`config.mk`:
```
export PLATFORM = sky130hd
export DESIGN_NAME = adder_err_sweep
export DESIGN_NICKNAME = d
export VERILOG_FILES = /design/src/rtl/adder_err_sweep.sv
export SDC_FILE = /design/constraint.sdc
export NUM_CORES = 1
export LEC_CHECK = 0
export CAP_MARGIN = 40
export CORE_ASPECT_RATIO = 1.5
export CORE_MARGIN = 2
export CORE_UTILIZATION = 57
export CTS_BUF_LIST = sky130_fd_sc_hd__clkbuf_8
export CTS_CLUSTER_SIZE = 10
export DETAILED_ROUTE_END_ITERATION = 8
export GPL_TIMING_DRIVEN = 0
export HOLD_SLACK_MARGIN = 0.1
export PLACE_DENSITY = 0.88
export SLEW_MARGIN = 40
export SYNTH_ARGS = -nofsm -noshare
export SYNTH_HDL_FRONTEND = slang
export SYNTH_SLANG_ARGS = --single-unit
export TNS_END_PERCENT = 1
```
`constraint.sdc`:
```
create_clock -name clk -period 4.7 [get_ports clk]
set_input_delay 0.705 -clock clk [delete_from_list [all_inputs] [get_ports clk]]
set_output_delay 0.705 -clock clk [all_outputs]
set_load 0.05 [all_outputs]
```
`src/rtl/adder_err_sweep.sv`:
```
// Exhaustive error sweep of an approximate adder: drives every stim vector,
// compares the returned sum against A+B. Optional macro ADDER_ERR_SUM_EN builds the err_sum accumulator.
module adder_err_sweep #(
  parameter int IN_W  = 4,
  parameter int OUT_W = 3,
  parameter int ET    = 5
) (
  input  logic                    clk,
  input  logic                    rst,
  input  logic                    start,
  output logic [IN_W-1:0]         stim,
  input  logic [OUT_W-1:0]        approx_out,
  output logic                    busy,
  output logic                    done,
  output logic                    pass,
  output logic [OUT_W-1:0]        max_err,
  output logic [IN_W-1:0]         worst_vec,
  output logic [IN_W:0]           viol_cnt,
  output logic [IN_W+OUT_W-1:0]   err_sum
);

  localparam int          HW   = IN_W / 2;
  localparam int          SW   = IN_W + OUT_W;
  localparam logic [31:0] ET_L = 32'(ET);

  typedef enum logic [1:0] {IDLE, DRIVE, CHECK, DONE} state_t;

  state_t            state_q, state_d;
  logic [IN_W-1:0]   stim_q, stim_d;
  logic              busy_q, busy_d;
  logic              done_q, done_d;
  logic              pass_q, pass_d;
  logic [OUT_W-1:0]  max_q, max_d;
  logic [IN_W-1:0]   worst_q, worst_d;
  logic [IN_W:0]     viol_q, viol_d;
  logic [OUT_W-1:0]  exact, err;

`ifdef ADDER_ERR_SUM_EN
  logic [SW-1:0]     sum_q, sum_d;
`endif

  assign exact = OUT_W'(stim_q[HW-1:0]) + OUT_W'(stim_q[IN_W-1:HW]);
  assign err   = (exact >= approx_out) ? exact - approx_out : approx_out - exact;

  always_comb begin
    state_d = state_q;
    stim_d  = stim_q;
    busy_d  = busy_q;
    done_d  = done_q;
    pass_d  = pass_q;
    max_d   = max_q;
    worst_d = worst_q;
    viol_d  = viol_q;
`ifdef ADDER_ERR_SUM_EN
    sum_d   = sum_q;
`endif
    case (state_q)
      IDLE, DONE: begin
        if (start) begin
          state_d = DRIVE;
          stim_d  = '0;
          busy_d  = 1'b1;
          done_d  = 1'b0;
          pass_d  = 1'b0;
          max_d   = '0;
          worst_d = '0;
          viol_d  = '0;
`ifdef ADDER_ERR_SUM_EN
          sum_d   = '0;
`endif
        end
      end
      DRIVE: state_d = CHECK;
      CHECK: begin
        if (err > max_q) begin
          max_d   = err;
          worst_d = stim_q;
        end
        if (32'(err) > ET_L) viol_d = viol_q + 1'b1;
`ifdef ADDER_ERR_SUM_EN
        sum_d = sum_q + SW'(err);
`endif
        // pass is taken from the count including this final vector
        if (stim_q == '1) begin
          state_d = DONE;
          busy_d  = 1'b0;
          done_d  = 1'b1;
          pass_d  = (viol_d == '0);
        end else begin
          stim_d  = stim_q + 1'b1;
          state_d = DRIVE;
        end
      end
      default: state_d = IDLE;
    endcase
  end

  always_ff @(posedge clk or posedge rst) begin
    if (rst) begin
      state_q <= IDLE;
      stim_q  <= '0;
      busy_q  <= 1'b0;
      done_q  <= 1'b0;
      pass_q  <= 1'b0;
      max_q   <= '0;
      worst_q <= '0;
      viol_q  <= '0;
    end else begin
      state_q <= state_d;
      stim_q  <= stim_d;
      busy_q  <= busy_d;
      done_q  <= done_d;
      pass_q  <= pass_d;
      max_q   <= max_d;
      worst_q <= worst_d;
      viol_q  <= viol_d;
    end
  end

`ifdef ADDER_ERR_SUM_EN
  always_ff @(posedge clk or posedge rst) begin
    if (rst) sum_q <= '0;
    else     sum_q <= sum_d;
  end
  assign err_sum = sum_q;
`else
  assign err_sum = '0;
`endif

  assign stim      = stim_q;
  assign busy      = busy_q;
  assign done      = done_q;
  assign pass      = pass_q;
  assign max_err   = max_q;
  assign worst_vec = worst_q;
  assign viol_cnt  = viol_q;

endmodule

```
==> impl_metrics.json, run 1 <==
{
  "outcome": "finished clean",
  "synth.cell_area_um2": 1500,
  "clock_path_buffers": 2,
  "ff2ff_path_depth": 15,
  "dp_cells": 215,
  "crit_slowest_cell": "fa_1",
  "fin_util": 0.742,
  "die_area_um2": 3070,
  "power_leakage_nw": 0.859,
  "synth_top_flop_cell": "dfrtp_1",
  "hpwlAfterDp_mm": 2.51,
  "dr.pass1.iters": 4,
  "internal_power_uw": 464,
  "grt_pass1_vias": 1346,
  "clock.fmax_mhz": 270,
  "post_cts_resized": 0,
  "worst-path-buf-inv": 2,
  "cp_cell_sequence": "ha_1 > inv_1 > fa_1 > inv_1 > ha_1 > nand2_1 > o21ai_2 > mux2_2 > ha_1 > nor2b_1 > o21a_1 > o21ai_0 > a21o_1 > nand2_1 > o21ai_0",
  "cts-buffers-inserted": 3,
  "holdPathEnd": "worst_vec[0]",
  "tns_ns": 0,
  "cp_data_arrival_time_ns": 3.88,
  "finalNonFillerCells": 219,
  "hold_path_depth": 1,
  "power_density_nw_per_um2": 492,
  "netlist.area_leader.share": 0.350,
  "slew-limit-headroom": 0.555,
  "crit_top_cell": "ha_1",
  "timing.rr.end": "worst_vec[3]",
  "rows": 22,
  "clk_latency_ns": 0.26,
  "cp_max_fo": 8,
  "place.gp.congestion": 0.847,
  "finalSetupViolCount": 0,
  "postSynthAreaPerCell_um2": 9.32,
  "layout.nets": 219,
  "synth.area.top_cells": "dfrtp_1 35%, ha_1 12%, a22o_1 6.4%, inv_1 4.5%, fa_1 4.0%",
  "fp.coreArea_um2": 2480,
  "clk_pin_slew_ns": 0.08,
  "synthArstFlopShare": 1.00,
  "yosys_warnings": 0,
  "hold_class": "reg -> reg",
  "r2r_setup_slack_ns": 0.99,
  "drc_errors": 0,
  "clock_sink_count": 21,
  "min_from": "worst_vec[0]",
  "antenna_found_initial": 0,
  "post-cts-setup-buffer-count": 0,
  "track_usage": 0.246,
  "pwr-share-seq": 0.266,
  "synth-edff-count": 0,
  "synth-seq-area-share": 0.350,
  "rsz0062_at_grt": "false",
  "dr.first_iter.drc_count": 26,
  "switching_share": 0.487,
  "initial_core_util": 0.606,
  "switchingPower_uw": 440,
  "grt_pass1_wl_mm": 5.62,
  "hold_buffers": 0,
  "num_vias": 1281,
  "critPathKind": "reg -> reg",
  "io_buffer_count": 24,
  "fin_crit_sh": 0.789,
  "synth_cell_type_count": 39,
  "ios": 32,
  "critical_path.max_stage_delay_ns": 0.53,
  "wirelength_mm": 3.29,
  "drv_cap": 0,
  "die_h_um": 66.8,
  "ir_drop_uv": 400,
  "ant_nets": 0,
  "ys_ff_latch": 21,
  "crit_family": "adder cells",
  "worstPathRequired_ns": 4.87,
  "grt_overflow": 0,
  "wl_per_cell_um": 15.0,
  "cts.htree.levels": 1,
  "synth_top_cells_by_count": "21 x dfrtp_1, 18 x inv_1, 14 x ha_1",
  "power_frac_comb": 0.601,
  "layout-drive-gt1-share": 0.108,
  "area_growth_pct": 22.6,
  "critPathLaunchType": "flop",
  "synth_top_area_cell": "dfrtp_1",
  "viasPerCell": 5.85,
  "post-synth-top-count-cell": "dfrtp_1",
  "grt_max_degree": 22,
  "end_kind": "flop",
  "fin_crit_ns": 3.71,
  "syn_inst": 161,
  "root_buffer": "clkbuf_8",
  "hold_violations": 0,
  "cts_tree": "done",
  "n_antenna_cell": 0,
  "slew_viol_final": 0,
  "worst_clock_skew_ns": 0.00428,
  "clockPowerShare": 0.133,
  "tightest_slew_ns": 0.663,
  "rr_startpoint": "stim[0]",
  "die_w_um": 45.9
}
## sequential cells by signal, summed over array words and instances, names as in the netlist
signal / cells
max_err: 3
stim: 4
state_q: 2
pass: 1
done: 1
worst_vec: 4
busy: 1
viol_cnt: 5
## through the flow
step | hold slack (ns) | setup slack, ns | instance area (um2) | power, mW
finish | 0.509 | 0.990 | 1840 | 0.905
detailed placement | 0.492 | 1.01 | 1790 | 0.784
floorplan | 0.551 | 1.06 | 1520 | 0.643
global placement | 0.470 | 1.12 | 1790 | 0.756
CTS | 0.511 | 0.984 | 1840 | 0.908
global route | 0.520 | 0.771 | 1840 | 0.968
## worst reg2reg max path: cells and delay by family (launching register included)
kind            cells  cell delay [ns]
fa+ha+maj           4             1.29
compound gates      5             1.02
flops               1             0.49
mux                 1             0.40
simple gates        3             0.27
buf+inv             2             0.15
## cells by family (layout without fill, tap and decap cells)
| kind of cell | count (synthesis) | count (layout) | synth area share |
|---|---|---|---|
| AO/OA/AOI/OAI | 42 | 42 | 0.194 |
| buffers and inverters | 29 | 57 | 0.0959 |
| multiplexers | 7 | 7 | 0.0500 |
| other | 1 | 7 | 0.00250 |
| flip-flops | 21 | 21 | 0.350 |
| XOR/XNOR | 3 | 3 | 0.0175 |
| adder cells (fa/ha/maj) | 17 | 17 | 0.157 |
| AND/OR/NAND/NOR | 41 | 41 | 0.133 |
## placed cells by master (no fill, tap or decap), types with 2 or more instances in the layout
cell type / n
ha_1: 14
a21oi_1: 10
o22ai_1: 2
clkbuf_1: 2
buf_4: 7
nor2_1: 7
dfrtp_1: 21
nor2b_1: 4
clkbuf_8: 3
conb_1: 7
mux2i_1: 3
inv_1: 17
clkdlybuf4s50_1: 24
nand4_1: 2
nor3_1: 2
fa_1: 3
xor2_1: 2
mux2_2: 3
o21ai_0: 9
nand2_1: 13
a22o_1: 11
nand3_1: 8
## power groups by stage
stage	clock network [mW]	registers, mW	logic [mW]
after floorplan	0	0.307	0.336
after global placement	0	0.242	0.514
after detailed placement	0	0.245	0.540
after CTS	0.122	0.241	0.545
after global routing	0.128	0.245	0.596
final	0.120	0.241	0.543
## worst max-delay path by stage
stage / startpoint / depth (start not counted) / slack (ns) / to
after floorplan: stim[2] / 15 / 1.06 / max_err[0]
after global placement: approx_out[1] / 12 / 1.12 / worst_vec[0]
after detailed placement: stim[0] / 15 / 1.01 / worst_vec[3]
after CTS: stim[0] / 15 / 0.98 / worst_vec[3]
after global routing: stim[2] / 15 / 0.77 / worst_vec[3]
final: stim[0] / 15 / 0.99 / worst_vec[3]
## routing by layer
metal  routed length [um]  vias up  track usage
li1                     -      617            -
met1                 1240      641        0.276
met2                 1940       18        0.464
met3                   59        5       0.0190
met4                   46        0       0.0750
met5                    0        -            0
## final cells by class
type / instances / area, um2
multi-input cells: 117 / 853
flip-flops and latches: 21 / 526
repair buffers: 24 / 240
well taps: 24 / 30.0
inverters: 18 / 67.6
plain buffers: 11 / 76.3
clock buffers: 3 / 41.3
fillers: 180 / 638
clock inverters: 1 / 5.00
Note: power is estimated with default switching activity, not from simulation.
==> run 2, diff against run 1 <==
--- a/config.mk
+++ b/config.mk
@@ -8,13 +8,13 @@
 export CAP_MARGIN = 40
 export CORE_ASPECT_RATIO = 1.5
 export CORE_MARGIN = 2
-export CORE_UTILIZATION = 57
+export CORE_UTILIZATION = 52
 export CTS_BUF_LIST = sky130_fd_sc_hd__clkbuf_8
 export CTS_CLUSTER_SIZE = 10
 export DETAILED_ROUTE_END_ITERATION = 8
 export GPL_TIMING_DRIVEN = 0
 export HOLD_SLACK_MARGIN = 0.1
-export PLACE_DENSITY = 0.88
+export PLACE_DENSITY = 0.81
 export SLEW_MARGIN = 40
 export SYNTH_ARGS = -nofsm -noshare
 export SYNTH_HDL_FRONTEND = slang
==> constraint.sdc (replaced) <==
create_clock -name clk -period 3.45 [get_ports clk]
set_input_delay 0.5175 -clock clk [delete_from_list [all_inputs] [get_ports clk]]
set_output_delay 0.5175 -clock clk [all_outputs]
set_load 0.05 [all_outputs]
==> run 2 against run 1 <==
Net effect:
- total power rose by 45%
- clock power rose by 35%
- first-iteration DRC count fell by 31%
- cell area rose by 4.6%
==> impl_metrics.json, run 2 (synthesis results as in run 1) <==
{
  "viasPerCell": 5.43,
  "clk_pin_slew_ns": 0.08,
  "power_frac_comb": 0.628,
  "clock_path_buffers": 2,
  "clock_sink_count": 21,
  "cts-buffers-inserted": 3,
  "die_h_um": 69.8,
  "wl_per_cell_um": 13.9,
  "crit_family": "adder cells",
  "critical_path.max_stage_delay_ns": 0.56,
  "rows": 23,
  "drc_errors": 0,
  "critPathLaunchType": "flop",
  "largest_register_ffs": 5,
  "cp_data_arrival_time_ns": 3.47,
  "pwr-share-seq": 0.248,
  "crit_top_cell": "ha_1",
  "holdPathEnd": "worst_vec[1]",
  "dr.first_iter.drc_count": 18,
  "die_w_um": 47.9,
  "track_usage": 0.227,
  "total_power_mw": 1.31,
  "layout-drive-gt1-share": 0.162,
  "hpwlAfterDp_mm": 2.49,
  "final_common_cell": "clkdlybuf4s50_1",
  "cts.htree.levels": 1,
  "grt_overflow": 0,
  "worst_clock_skew_ns": 0.00400,
  "critPathKind": "reg -> reg",
  "n_antenna_cell": 0,
  "clockPowerShare": 0.124,
  "cp_cell_sequence": "ha_1 > inv_1 > fa_1 > inv_1 > ha_1 > nand2_1 > o21ai_4 > mux2_4 > ha_1 > nor2b_1 > o21a_1 > o21ai_4 > a21o_4 > a22o_1",
  "r2r_setup_slack_ns": 0.13,
  "wirelength_mm": 3.26,
  "num_vias": 1277,
  "fin_crit_ns": 3.32,
  "clk_latency_ns": 0.26,
  "dr.pass1.iters": 4,
  "grt_max_degree": 22,
  "ant_nets": 0,
  "tightest_slew_ns": 0.666,
  "hold_path_depth": 2,
  "finalSetupViolCount": 0,
  "fp.coreArea_um2": 2710,
  "root_buffer": "clkbuf_8",
  "hold_buffers": 0,
  "grt_pass1_wl_mm": 5.71,
  "place.gp.congestion": 0.844,
  "io_buffer_count": 24,
  "initial_core_util": 0.555,
  "crit_slowest_cell": "fa_1",
  "switching_share": 0.479,
  "ios": 32,
  "rr_startpoint": "stim[2]",
  "worst-path-buf-inv": 2,
  "die_area_um2": 3340,
  "grt_pass1_vias": 1352,
  "layout.nets": 222,
  "hold_violations": 0,
  "ff2ff_path_depth": 14,
  "power_leakage_nw": 0.876,
  "cts_tree": "done",
  "hold_class": "reg -> reg",
  "slew-limit-headroom": 0.553,
  "ir_drop_uv": 502,
  "antenna_found_initial": 0,
  "worstPathRequired_ns": 3.60,
  "timing.rr.end": "worst_vec[2]",
  "slew_viol_final": 0,
  "layout_common_cells": "24 x clkdlybuf4s50_1, 17 x inv_1, 17 x dfrtp_1, 14 x ha_1, 13 x nand2_1",
  "min_from": "worst_vec[1]",
  "fin_crit_sh": 0.962,
  "drv_cap": 0,
  "cp_max_fo": 7,
  "end_kind": "flop",
  "clock.fmax_mhz": 301,
  "power_density_nw_per_um2": 680,
  "fin_util": 0.711,
  "outcome": "finished clean",
  "switchingPower_uw": 626,
  "tns_ns": 0,
  "area_growth_pct": 28.3,
  "internal_power_uw": 682
}
[run 2: cell count changes in the layout (fill, tap and decap cells not counted), sizes merged]
cell,before,now
buf,9,12
[run 2: cell type report]
class / instances / area, um2
Timing Repair Buffer: 27 / 263
Buffer: 11 / 76.3
Clock buffer: 3 / 41.3
Inverter: 18 / 67.6
Fill cell: 224 / 781
Tap cell: 37 / 46.3
Sequential cell: 21 / 531
Multi-Input combinational cell: 117 / 895
Clock inverter: 1 / 5.00
[run 2: timing repair]
action,CTS,global route
setup endpoints to repair,7,7
buffers inserted,2,1
pin swaps,1,2
gates resized for setup,3,6
[run 2: stage by stage]
step / setup slack (ns) / hold WS [ns] / instances / instance area (um2)
after floorplan: 0.00397 / 0.494 / 167 / 1530
after global placement: -0.0579 / 0.476 / 228 / 1810
after detailed placement: -0.156 / 0.478 / 228 / 1810
after CTS: 0.00630 / 0.497 / 234 / 1880
after global routing: -0.00782 / 0.546 / 235 / 1920
final: 0.131 / 0.504 / 235 / 1920
[run 2: how the worst max path moves through the flow]
stage / slack, ns / cells past startpoint / from / endpoint
floorplan: 0.004 / 15 / stim[2] / max_err[0]
global placement: -0.06 / 14 / stim[0] / worst_vec[0]
detailed placement: -0.16 / 15 / stim[0] / max_err[0]
CTS: 0.006 / 14 / stim[1] / max_err[0]
global route: -0.008 / 14 / stim[0] / max_err[1]
finish: 0.13 / 14 / stim[2] / worst_vec[2]
[run 2: power by group through the flow]
stage	logic [mW]	registers [mW]	clock network (mW)
after global routing	0.908	0.330	0.177
after floorplan	0.458	0.420	0
after global placement	0.700	0.332	0
after CTS	0.763	0.324	0.166
after detailed placement	0.729	0.335	0
final	0.822	0.324	0.162
[run 2: worst reg2reg max path, cell delays in order, from the launching register on]
cell     delay (ns)
dfrtp_2        0.37
ha_1           0.14
inv_1          0.05
fa_1           0.56
inv_1          0.08
ha_1           0.27
nand2_1        0.08
o21ai_4        0.18
mux2_4         0.34
ha_1           0.29
nor2b_1        0.14
o21a_1         0.16
o21ai_4        0.08
a21o_4         0.23
a22o_1         0.24
[run 2: layer usage]
layer,up-vias,part of all wire,GRT usage,wire (um)
met3,6,0.019,0.0339,63
met4,0,0.012,0.0631,40
met5,-,0,0,0
li1,622,-,-,-
met1,632,0.39,0.259,1280
met2,17,0.58,0.406,1870
==> run 3, diff against run 2 <==
--- a/config.mk
+++ b/config.mk
@@ -7,7 +7,6 @@
 export LEC_CHECK = 0
 export CAP_MARGIN = 40
 export CORE_ASPECT_RATIO = 1.5
-export CORE_MARGIN = 2
 export CORE_UTILIZATION = 52
 export CTS_BUF_LIST = sky130_fd_sc_hd__clkbuf_8
 export CTS_CLUSTER_SIZE = 10
==> run 3 against run 2 <==
Net effect:
- non-clock buffer count grew 3
- wire length shrank 2.9%
- clock power shrank 2%
- via count shrank 1.3%
- worst setup slack gained 0.080 ns
- maximum frequency grew 2.5%
- cell count grew 1.3%
- cell area grew 0.78%
- first-iteration DRC count grew 72%
- worst hold slack lost 0.011 ns
- sequential cell count is the same
- global-route usage grew 1.1 points
- largest power group unchanged
==> impl_metrics.json, run 3 (synthesis results as in run 1) <==
{
  "initial_core_util": 0.555,
  "largest_register_ffs": 5,
  "grt_pass1_vias": 1187,
  "cp_max_fo": 5,
  "grt_max_degree": 22,
  "min_from": "worst_vec[1]",
  "power_density_nw_per_um2": 678,
  "switching_share": 0.471,
  "antenna_found_initial": 0,
  "cts.htree.levels": 1,
  "cts-buffers-inserted": 3,
  "power_leakage_nw": 0.888,
  "drv_cap": 0,
  "total_power_mw": 1.32,
  "nFillCells": 228,
  "layout-drive-gt1-share": 0.179,
  "wirelength_mm": 3.16,
  "ios": 32,
  "slew_viol_final": 0,
  "clock.fmax_mhz": 309,
  "clk_pin_slew_ns": 0.08,
  "r2r_setup_slack_ns": 0.21,
  "die_area_um2": 3110,
  "track_usage": 0.238,
  "fin_crit_sh": 0.939,
  "switchingPower_uw": 619,
  "hpwlAfterDp_mm": 2.38,
  "cp_data_arrival_time_ns": 3.39,
  "tightest_slew_ns": 0.753,
  "power_frac_comb": 0.635,
  "end_kind": "flop",
  "pwr-share-seq": 0.245,
  "tns_ns": 0,
  "hold_path_depth": 2,
  "clockPowerShare": 0.120,
  "clock_sink_count": 21,
  "rsz0062_at_grt": "false",
  "worstPathRequired_ns": 3.60,
  "clk_latency_ns": 0.26,
  "io_buffer_count": 24,
  "drc_errors": 0,
  "outcome": "finished clean",
  "root_buffer": "clkbuf_8",
  "ff2ff_path_depth": 15,
  "critPathKind": "reg -> reg",
  "cp_cell_sequence": "ha_1 > inv_1 > fa_1 > inv_2 > ha_1 > nand2_1 > o21ai_2 > mux2_4 > ha_4 > nor2b_1 > o21a_1 > o21ai_2 > buf_4 > nor2_4 > a22o_1",
  "wl_per_cell_um": 13.3,
  "viasPerCell": 5.29,
  "slew-limit-headroom": 0.495,
  "ir_drop_uv": 595,
  "hold_class": "reg -> reg",
  "critical_path.max_stage_delay_ns": 0.58,
  "place.gp.congestion": 0.807,
  "layout.nets": 225,
  "grt_overflow": 0,
  "area_growth_pct": 29.3,
  "finalSetupViolCount": 0,
  "holdPathEnd": "worst_vec[1]",
  "rows": 23,
  "critPathLaunchType": "flop",
  "ant_nets": 0,
  "clock_path_buffers": 2,
  "grt_pass1_wl_mm": 5.36,
  "final_common_cell": "clkdlybuf4s50_1",
  "fp.coreArea_um2": 2710,
  "worst_clock_skew_ns": 0.00396,
  "hold_buffers": 0,
  "die_h_um": 67.8,
  "fin_crit_ns": 3.24,
  "num_vias": 1260,
  "cts_tree": "done",
  "dr.first_iter.drc_count": 31,
  "die_w_um": 45.9,
  "layout_common_cells": "24 x clkdlybuf4s50_1, 17 x dfrtp_1, 16 x inv_1",
  "dr.pass1.iters": 4,
  "hold_violations": 0,
  "internal_power_uw": 696,
  "timing.rr.end": "worst_vec[2]",
  "n_antenna_cell": 0,
  "rr_startpoint": "stim[0]",
  "crit_slowest_cell": "fa_1"
}
run 3: cell types whose count changed in the layout (fill, tap and decap cells not counted), moves of 2 or more:
cell | before | now
buf_4 | 10 | 13
inv_2 | 1 | 3
o21ai_0 | 8 | 6
o21ai_1 | 1 | 3
o21ai_2 | 0 | 2
o21ai_4 | 2 | 0
run 3: worst max-delay path by stage:
| stage | startpoint | to | slack (ns) | cells past startpoint |
|---|---|---|---|---|
| after floorplan | stim[2] | max_err[0] | 0.004 | 15 |
| after global placement | stim[0] | worst_vec[0] | -0.07 | 14 |
| after detailed placement | stim[0] | worst_vec[2] | -0.15 | 14 |
| after CTS | stim[3] | worst_vec[2] | 0.03 | 13 |
| after global routing | stim[0] | worst_vec[2] | 0.03 | 15 |
| final | stim[0] | worst_vec[2] | 0.21 | 15 |
run 3: through the flow:
step	util	hold WS (ns)	setup slack [ns]	cell area [um2]	instances
finish	0.717	0.493	0.211	1940	238
global route	0.717	0.526	0.0295	1940	238
CTS	0.695	0.495	0.0339	1880	234
detailed placement	0.671	0.479	-0.151	1810	228
global placement	0.671	0.471	-0.0696	1810	228
floorplan	-	0.494	0.00397	1530	167
run 3: worst max-delay path: cells and delay by family, from the launching register on:
kind,cells,cell delay (ns)
AO/OA/AOI/OAI,4,0.73
multiplexers,1,0.35
AND/OR/NAND/NOR,3,0.22
adder cells (fa/ha/maj),4,1.20
flip-flops,1,0.36
buffers and inverters,3,0.26
run 3: cell type report:
type	count	area, um2	share of cell area
clock inverters	1	3.75	0.00194
well taps	37	46.3	0.0239
clock buffers	3	41.3	0.0213
inverters	18	67.6	0.0348
repair buffers	30	285	0.147
flip-flops and latches	21	531	0.274
plain buffers	11	76.3	0.0394
multi-input cells	117	888	0.458
run 3: power groups by stage:
stage          combinational, mW  sequential (mW)  clock [mW]
6_report                   0.835            0.323       0.158
5_1_grt                    0.930            0.330       0.169
3_5_place_dp               0.730            0.336           0
2_1_floorplan              0.458            0.420           0
4_1_cts                    0.767            0.323       0.159
3_3_place_gp               0.701            0.331           0
run 3: repair_timing:
| item | in CTS | in global routing |
|---|---|---|
| endpoints found under the setup margin | 7 | 7 |
| setup buffers | 2 | 4 |
| hold endpoints to repair | 0 | 0 |
| resized for setup | 3 | 8 |
| pin swaps | 1 | 5 |
run 3: per-layer routing:
| layer | GRT usage | wire length [um] | vias to the layer above |
|---|---|---|---|
| li1 | - | - | 628 |
| met1 | 0.286 | 1240 | 596 |
| met2 | 0.430 | 1770 | 32 |
| met3 | 0.0267 | 106 | 4 |
| met4 | 0.0662 | 36 | 0 |
| met5 | 0 | 0 | - |
